File: src/rtl/gfx_pixel_reader.sv
// Pixel fetch unit: converts a pixel coordinate into render-target (and optional
// z-buffer) word reads and extracts the big-endian pixel color / depth.
module gfx_pixel_reader #(
  parameter int point_width = 16
) (
  input  logic                   clk_i,
  input  logic                   rst_i,
  input  logic [31:2]            target_base_i,
  input  logic [31:2]            zbuffer_base_i,
  input  logic [point_width-1:0] target_size_x_i,
  input  logic [point_width-1:0] target_size_y_i,
  input  logic [1:0]             color_depth_i,
  input  logic [point_width-1:0] pixel_x_i,
  input  logic [point_width-1:0] pixel_y_i,
  input  logic                   zbuffer_enable_i,
  input  logic                   read_i,
  output logic                   read_o,
  output logic [31:2]            read_addr_o,
  output logic [3:0]             read_sel_o,
  input  logic [31:0]            read_dat_i,
  input  logic                   read_ack_i,
  output logic [31:0]            color_o,
  output logic [point_width-1:0] depth_o,
  output logic                   oob_o,
  output logic                   ack_o,
  output logic                   busy_o
);

  typedef enum logic [1:0] {
    ST_IDLE       = 2'd0,
    ST_READ_COLOR = 2'd1,
    ST_READ_DEPTH = 2'd2
  } state_t;

  // Byte offset (pix << bpp_shift) reduced to a word offset without a 32-bit temporary.
  function automatic logic [29:0] word_off(input logic [31:0] pix, input logic [1:0] cd);
    case (cd)
      2'b00:   word_off = pix[31:2];
      2'b01:   word_off = pix[30:1];
      default: word_off = pix[29:0];
    endcase
  endfunction

  function automatic logic [3:0] sel_for(input logic [1:0] cd, input logic [1:0] xl);
    case (cd)
      2'b00:   sel_for = 4'b1000 >> xl;
      2'b01:   sel_for = xl[0] ? 4'b0011 : 4'b1100;
      default: sel_for = 4'b1111;
    endcase
  endfunction

  function automatic logic [31:0] extract(input logic [31:0] dat, input logic [1:0] cd,
                                          input logic [1:0] xl);
    case (cd)
      2'b00: begin
        case (xl)
          2'd0:    extract = {24'd0, dat[31:24]};
          2'd1:    extract = {24'd0, dat[23:16]};
          2'd2:    extract = {24'd0, dat[15:8]};
          default: extract = {24'd0, dat[7:0]};
        endcase
      end
      2'b01:   extract = {16'd0, (xl[0] ? dat[15:0] : dat[31:16])};
      default: extract = dat;
    endcase
  endfunction

  state_t                 r_state;
  state_t                 w_state_nxt;
  logic [point_width-1:0] r_x;
  logic [point_width-1:0] r_y;
  logic [1:0]             r_cd;
  logic                   r_zen;
  logic                   r_read;
  logic [31:2]            r_read_addr;
  logic [3:0]             r_read_sel;
  logic [31:0]            r_color;
  logic [point_width-1:0] r_depth;
  logic                   r_oob;
  logic                   r_ack;
  logic                   r_busy;

  logic [point_width-1:0] w_px;
  logic [point_width-1:0] w_py;
  logic [31:0]            w_pix;
  logic [31:2]            w_color_addr;
  logic [31:2]            w_depth_addr;
  logic [15:0]            w_depth16;
  logic                   w_oob;
  logic                   w_ack_ok;
  logic                   w_issue_color;
  logic                   w_issue_depth;
  logic                   w_done_oob;
  logic                   w_cap_color;
  logic                   w_cap_depth;
  logic                   w_done;

  // Live coordinate while idle, latched coordinate while a depth address is formed.
  assign w_px         = (r_state == ST_IDLE) ? pixel_x_i : r_x;
  assign w_py         = (r_state == ST_IDLE) ? pixel_y_i : r_y;
  assign w_pix        = 32'(target_size_x_i) * 32'(w_py) + 32'(w_px);
  assign w_color_addr = target_base_i + word_off(w_pix, color_depth_i);
  assign w_depth_addr = zbuffer_base_i + word_off(w_pix, 2'b01);
  assign w_depth16    = r_x[0] ? read_dat_i[15:0] : read_dat_i[31:16];
  assign w_oob        = (pixel_x_i >= target_size_x_i) || (pixel_y_i >= target_size_y_i);
  // An ack coinciding with our own read strobe cannot belong to that read.
  assign w_ack_ok     = read_ack_i & ~r_read;

  // Next-state and per-cycle control strobes.
  always_comb begin
    w_state_nxt   = r_state;
    w_issue_color = 1'b0;
    w_issue_depth = 1'b0;
    w_done_oob    = 1'b0;
    w_cap_color   = 1'b0;
    w_cap_depth   = 1'b0;
    case (r_state)
      ST_IDLE: begin
        if (read_i) begin
          if (w_oob) begin
            w_done_oob  = 1'b1;
            w_state_nxt = ST_IDLE;
          end else begin
            w_issue_color = 1'b1;
            w_state_nxt   = ST_READ_COLOR;
          end
        end else begin
          w_state_nxt = ST_IDLE;
        end
      end
      ST_READ_COLOR: begin
        if (w_ack_ok) begin
          w_cap_color = 1'b1;
          if (r_zen) begin
            w_issue_depth = 1'b1;
            w_state_nxt   = ST_READ_DEPTH;
          end else begin
            w_state_nxt = ST_IDLE;
          end
        end else begin
          w_state_nxt = ST_READ_COLOR;
        end
      end
      ST_READ_DEPTH: begin
        if (w_ack_ok) begin
          w_cap_depth = 1'b1;
          w_state_nxt = ST_IDLE;
        end else begin
          w_state_nxt = ST_READ_DEPTH;
        end
      end
      default: w_state_nxt = ST_IDLE;
    endcase
  end

  assign w_done = w_done_oob | (w_cap_color & ~r_zen) | w_cap_depth;

  // State register.
  always_ff @(posedge clk_i or negedge rst_i) begin
    if (!rst_i) begin
      r_state <= ST_IDLE;
    end else begin
      r_state <= w_state_nxt;
    end
  end

  // Request parameters captured on acceptance.
  always_ff @(posedge clk_i or negedge rst_i) begin
    if (!rst_i) begin
      r_x   <= '0;
      r_y   <= '0;
      r_cd  <= 2'b00;
      r_zen <= 1'b0;
    end else if ((r_state == ST_IDLE) && read_i) begin
      r_x   <= pixel_x_i;
      r_y   <= pixel_y_i;
      r_cd  <= color_depth_i;
      r_zen <= zbuffer_enable_i;
    end
  end

  // Memory-side request outputs; address and select hold between requests.
  always_ff @(posedge clk_i or negedge rst_i) begin
    if (!rst_i) begin
      r_read      <= 1'b0;
      r_read_addr <= '0;
      r_read_sel  <= 4'b0000;
    end else begin
      r_read <= w_issue_color | w_issue_depth;
      if (w_issue_color) begin
        r_read_addr <= w_color_addr;
        r_read_sel  <= sel_for(color_depth_i, pixel_x_i[1:0]);
      end else if (w_issue_depth) begin
        r_read_addr <= w_depth_addr;
        r_read_sel  <= sel_for(2'b01, r_x[1:0]);
      end
    end
  end

  // Requester-side result outputs.
  always_ff @(posedge clk_i or negedge rst_i) begin
    if (!rst_i) begin
      r_color <= 32'd0;
      r_depth <= '0;
      r_oob   <= 1'b0;
      r_ack   <= 1'b0;
      r_busy  <= 1'b0;
    end else begin
      r_ack  <= w_done;
      r_busy <= (w_state_nxt != ST_IDLE);
      if (w_done_oob) begin
        r_color <= 32'd0;
        r_depth <= '1;
        r_oob   <= 1'b1;
      end else begin
        if (w_issue_color) r_oob   <= 1'b0;
        if (w_cap_color)   r_color <= extract(read_dat_i, r_cd, r_x[1:0]);
        if (w_cap_depth)   r_depth <= point_width'(w_depth16);
      end
    end
  end

  assign read_o      = r_read;
  assign read_addr_o = r_read_addr;
  assign read_sel_o  = r_read_sel;
  assign color_o     = r_color;
  assign depth_o     = r_depth;
  assign oob_o       = r_oob;
  assign ack_o       = r_ack;
  assign busy_o      = r_busy;

endmodule

File: config.mk
export PLATFORM = sky130hd
export DESIGN_NAME = gfx_pixel_reader
export DESIGN_NICKNAME = d
export VERILOG_FILES = /design/src/rtl/gfx_pixel_reader.sv
export SDC_FILE = /design/constraint.sdc
export NUM_CORES = 1
export LEC_CHECK = 0
export ABC_AREA = 1
export CAP_MARGIN = 20
export CORE_MARGIN = 2
export CORE_UTILIZATION = 55
export DETAILED_ROUTE_END_ITERATION = 16
export PLACE_DENSITY = 0.79
export SETUP_SLACK_MARGIN = 0.3
export SLEW_MARGIN = 20
export SYNTH_ARGS = -nofsm -noshare
export SYNTH_HDL_FRONTEND = slang
export SYNTH_SLANG_ARGS = --single-unit
File: constraint.sdc
create_clock -name clk_i -period 9 [get_ports clk_i]
set_input_delay 1.35 -clock clk_i [delete_from_list [all_inputs] [get_ports clk_i]]
set_output_delay 1.35 -clock clk_i [all_outputs]
set_load 0.005 [all_outputs]
==> results of run 1 <==
[layout by cell type (no fill, tap or decap), drive strengths merged, types with 10 or more instances in the layout]
cell,instances
a21oi,158
fa,212
xor2,48
nor2,285
o21ai,177
inv,506
o22ai,41
buf,255
nand2,570
nand3,97
o211ai,22
ha,199
o21bai,14
o221ai,10
nor3,15
dlymetal6s2s,13
dfrtp,123
clkbuf,17
xnor2,18
nand4,11
a21o,13
clkdlybuf4s50,234
[flip-flops by register name (all words and copies together) (netlist names)]
| signal | flops |
|---|---|
| r_x | 16 |
| depth_o | 16 |
| oob_o | 1 |
| busy_o | 1 |
| r_zen | 1 |
| r_state | 2 |
| read_addr_o | 30 |
| read_o | 1 |
| read_sel_o | 4 |
| r_cd | 2 |
| color_o | 32 |
| r_y | 16 |
| ack_o | 1 |
[layout make-up]
class,instances,area [µm²],area share [%]
sequential,123,3080,12.1
clock inverter,15,148,0.581
tap,455,569,2.24
timing repair buffer,502,4540,17.9
clock buffer,17,425,1.67
multi-input combinational,1926,14700,58.0
inverter,506,1910,7.53
[stage by stage]
| stage | hold WS (ns) | util (%) | TNS (ns) | cell area [µm²] | worst slack [ns] |
|---|---|---|---|---|---|
| after floorplan | 0.448 | - | 0 | 19300 | 0.919 |
| after global placement | 0.463 | 68.9 | -1.81 | 23800 | -0.373 |
| after global routing | 0.508 | 73.5 | 0 | 25400 | 0.259 |
| after CTS | 0.488 | 70.8 | 0 | 24500 | 0.272 |
| final | 0.489 | 73.5 | 0 | 25400 | 0.523 |
| after detailed placement | 0.464 | 68.9 | -2.42 | 23800 | -0.407 |
[repair_timing]
item                                    4_1_cts  5_1_grt
setup buffers                                 1       26
endpoints found under the setup margin        7       17
pin swaps                                     1       65
resized for setup                            24      180
[worst max-delay path by stage]
stage                                             end           startpoint  slack (ns)  depth (start not counted)
final                     read_addr_o[30]$_DFFE_PN0P_  target_size_x_i[11]        0.52                         34
after global routing      read_addr_o[31]$_DFFE_PN0P_        pixel_y_i[13]        0.26                         38
after CTS                 read_addr_o[30]$_DFFE_PN0P_         pixel_y_i[4]        0.27                         42
after detailed placement  read_addr_o[30]$_DFFE_PN0P_         pixel_y_i[4]       -0.41                         41
after global placement    read_addr_o[27]$_DFFE_PN0P_         pixel_y_i[6]       -0.37                         39
after floorplan           read_addr_o[31]$_DFFE_PN0P_         pixel_y_i[4]        0.92                         37
[layer usage]
layer | global-route usage, % | wire length [µm]
met3 | 6.63 | 5960
met4 | 15.3 | 2950
met2 | 60.6 | 31200
met5 | 0 | 0
met1 | 48.0 | 26500
[cell families (layout without fill, tap and decap cells)]
group / count (synthesis) / in the layout / share of synthesized area, %
AOI/OAI and AO/OA: 458 / 458 / 13.6
xor gates and xnor gates: 66 / 66 / 3.12
adders and majority gates: 411 / 411 / 34.9
buffers and inverters: 583 / 1040 / 11.6
DFF: 123 / 123 / 16.0
muxes: 1 / 1 / 0.0519
and+or+nand+nor: 990 / 990 / 20.7
[critical path, delay by kind of cell]
| family | cells | cell delay (ns) |
|---|---|---|
| adder cells (fa/ha/maj) | 8 | 3.56 |
| buffers and inverters | 10 | 1.62 |
| AO/OA/AOI/OAI | 9 | 1.24 |
| AND/OR/NAND/NOR | 5 | 0.68 |
| XOR/XNOR | 2 | 0.35 |
==> flow_summary.yaml, run 1 <==
outcome:
  outcome: "complete, no violations"
route:
  vias_post_dr: 19800
  ant_nets: 0
  drt_drc_violations_left: 0
  drt_iter0_markers: 1417
  routed_wl_per_cell_um: 18.8
  firstDrtPassIters: 6
  via_per_inst: 5.58
  detail_route.wirelength_mm: 66.6
global_routing:
  track_usage_pct: 36.9
  antenna_found_initial: 0
  grt_pass1_vias: 20000
  overflow: 0
  grt_max_degree: 73
  grt_pass1_wl_mm: 104
clock_network:
  cts_max_level: 4
  clock_insertion_delay_at_the_later_pin_of_the_skew_report_ns: 0.45
  clock_tree.root_cell: "sky130_fd_sc_hd__clkbuf_16"
  clock_tree_from_tritoncts: "yes"
  number_of_buffers_added_by_the_clock_tree_synthesis_step: 17
  hold_buffers: 0
  cts-root-to-sink-buffers: 2
  cts_num_sinks: 123
  clock_pin_transition_on_the_worst_setup_and_hold_timing_paths_ns: 0.07
worst_setup_path:
  timing.critical_path.arrival_ns: 8.82
  worst-r2r-cell-count: 38
  criticalPathCategory: "in -> reg"
  worst_ep_required_time_ns: 9.34
  critPathMostFrequentCell: "sky130_fd_sc_hd__fa_1"
  reg2reg_slack_ns: 0.74
  worst_setup_path_end_kind: "flop"
  timing.critical_path.slowest_stage_cell: "sky130_fd_sc_hd__fa_1"
  slowest_delay_ns: 0.55
  worst_setup_path_start_kind: "input pin"
  reg2reg_to: "read_addr_o[30]$_DFFE_PN0P_"
  critPathMaxFanout: 5
  r2r-start: "r_state[0]$_DFF_PN0_"
synth:
  yosys.cell_count.top_type: "sky130_fd_sc_hd__nand2_1"
  synth_top_cell_by_area: "sky130_fd_sc_hd__fa_1"
  synthesis.area_per_instance_um2: 7.33
  synth_edf_count: 0
  synthDistinctLibCells: 53
  postSynthRegisterBits: 123
  ys_warn_count: 0
  ys_dominant_reg_cell: "sky130_fd_sc_hd__dfrtp_1"
  synth_cells: 2632
  synth_commonest_cells: "sky130_fd_sc_hd__nand2_1, sky130_fd_sc_hd__inv_1, sky130_fd_sc_hd__nor2_1"
  yosysSeqAreaShare_pct: 16.0
  synth_top_cells_by_area: "sky130_fd_sc_hd__fa_1, sky130_fd_sc_hd__dfrtp_1, sky130_fd_sc_hd__ha_1"
  synth_area_mm2: 0.0193
  synthesis.nets: 3206
  post_synth_arst_share_pct: 100
  synth_top_area_share_pct: 22.0
layout:
  fillcell_total: 2725
  diodes: 0
  nNetsFinal: 3650
  syn2layout_area_growth_pct: 31.7
  drive_gt1_share_pct: 15.6
  final_cells: 3544
placement:
  buffer_ports.inserted: 248
  final_replace_weighted_congestion: 0.957
  dp.cells: 3485
  dpl.hpwl_mm: 53.8
timing:
  slew_viol_final: 0
  rsz0062_at_grt: "no"
  timing.slew.headroom_pct: 30.7
  report.final.hold_viol_count: 0
  post-route-min-period_ns: 8.48
  worst_slew_pin_slew_ns: 1.03
  finalSetupViolations: 0
  fin_crit_sh_pct: 94.2
  fin_clk_skew_ns: 0.0273
  max_clock_freq_mhz: 118
die:
  floorplan.initialDensity_pct: 55.8
  row_count: 68
  design.core.area_mm2: 0.0345
  die_extent_in_y_um: 191
  top_level_ports: 249
  die_footprint_mm2: 0.0366
  die_width_um: 191
min_path:
  hold_path_depth: 2
  hold_path_startpoint: "read_addr_o[4]$_DFFE_PN0P_"
  hold_path_end: "read_addr_o[4]$_DFFE_PN0P_"
  timing.hold.worst.class: "reg -> reg"
run:
  max_cap_violations: 0
Power of run 1 is left out: the tool's default activity adds up to more than one toggle a clock period on the data nets, which glitch-free logic cannot reach.
==> run 2, diff against run 1 <==
--- a/config.mk
+++ b/config.mk
@@ -12,6 +12,7 @@
 export DETAILED_ROUTE_END_ITERATION = 16
 export PLACE_DENSITY = 0.79
 export SETUP_SLACK_MARGIN = 0.3
+export SKIP_LAST_GASP = 1
 export SLEW_MARGIN = 20
 export SYNTH_ARGS = -nofsm -noshare
 export SYNTH_HDL_FRONTEND = slang
==> results of run 2 <==
Same layout as run 1: the final DEF is identical, and so are final timing and power.
Power of run 2 is left out for the same reason.
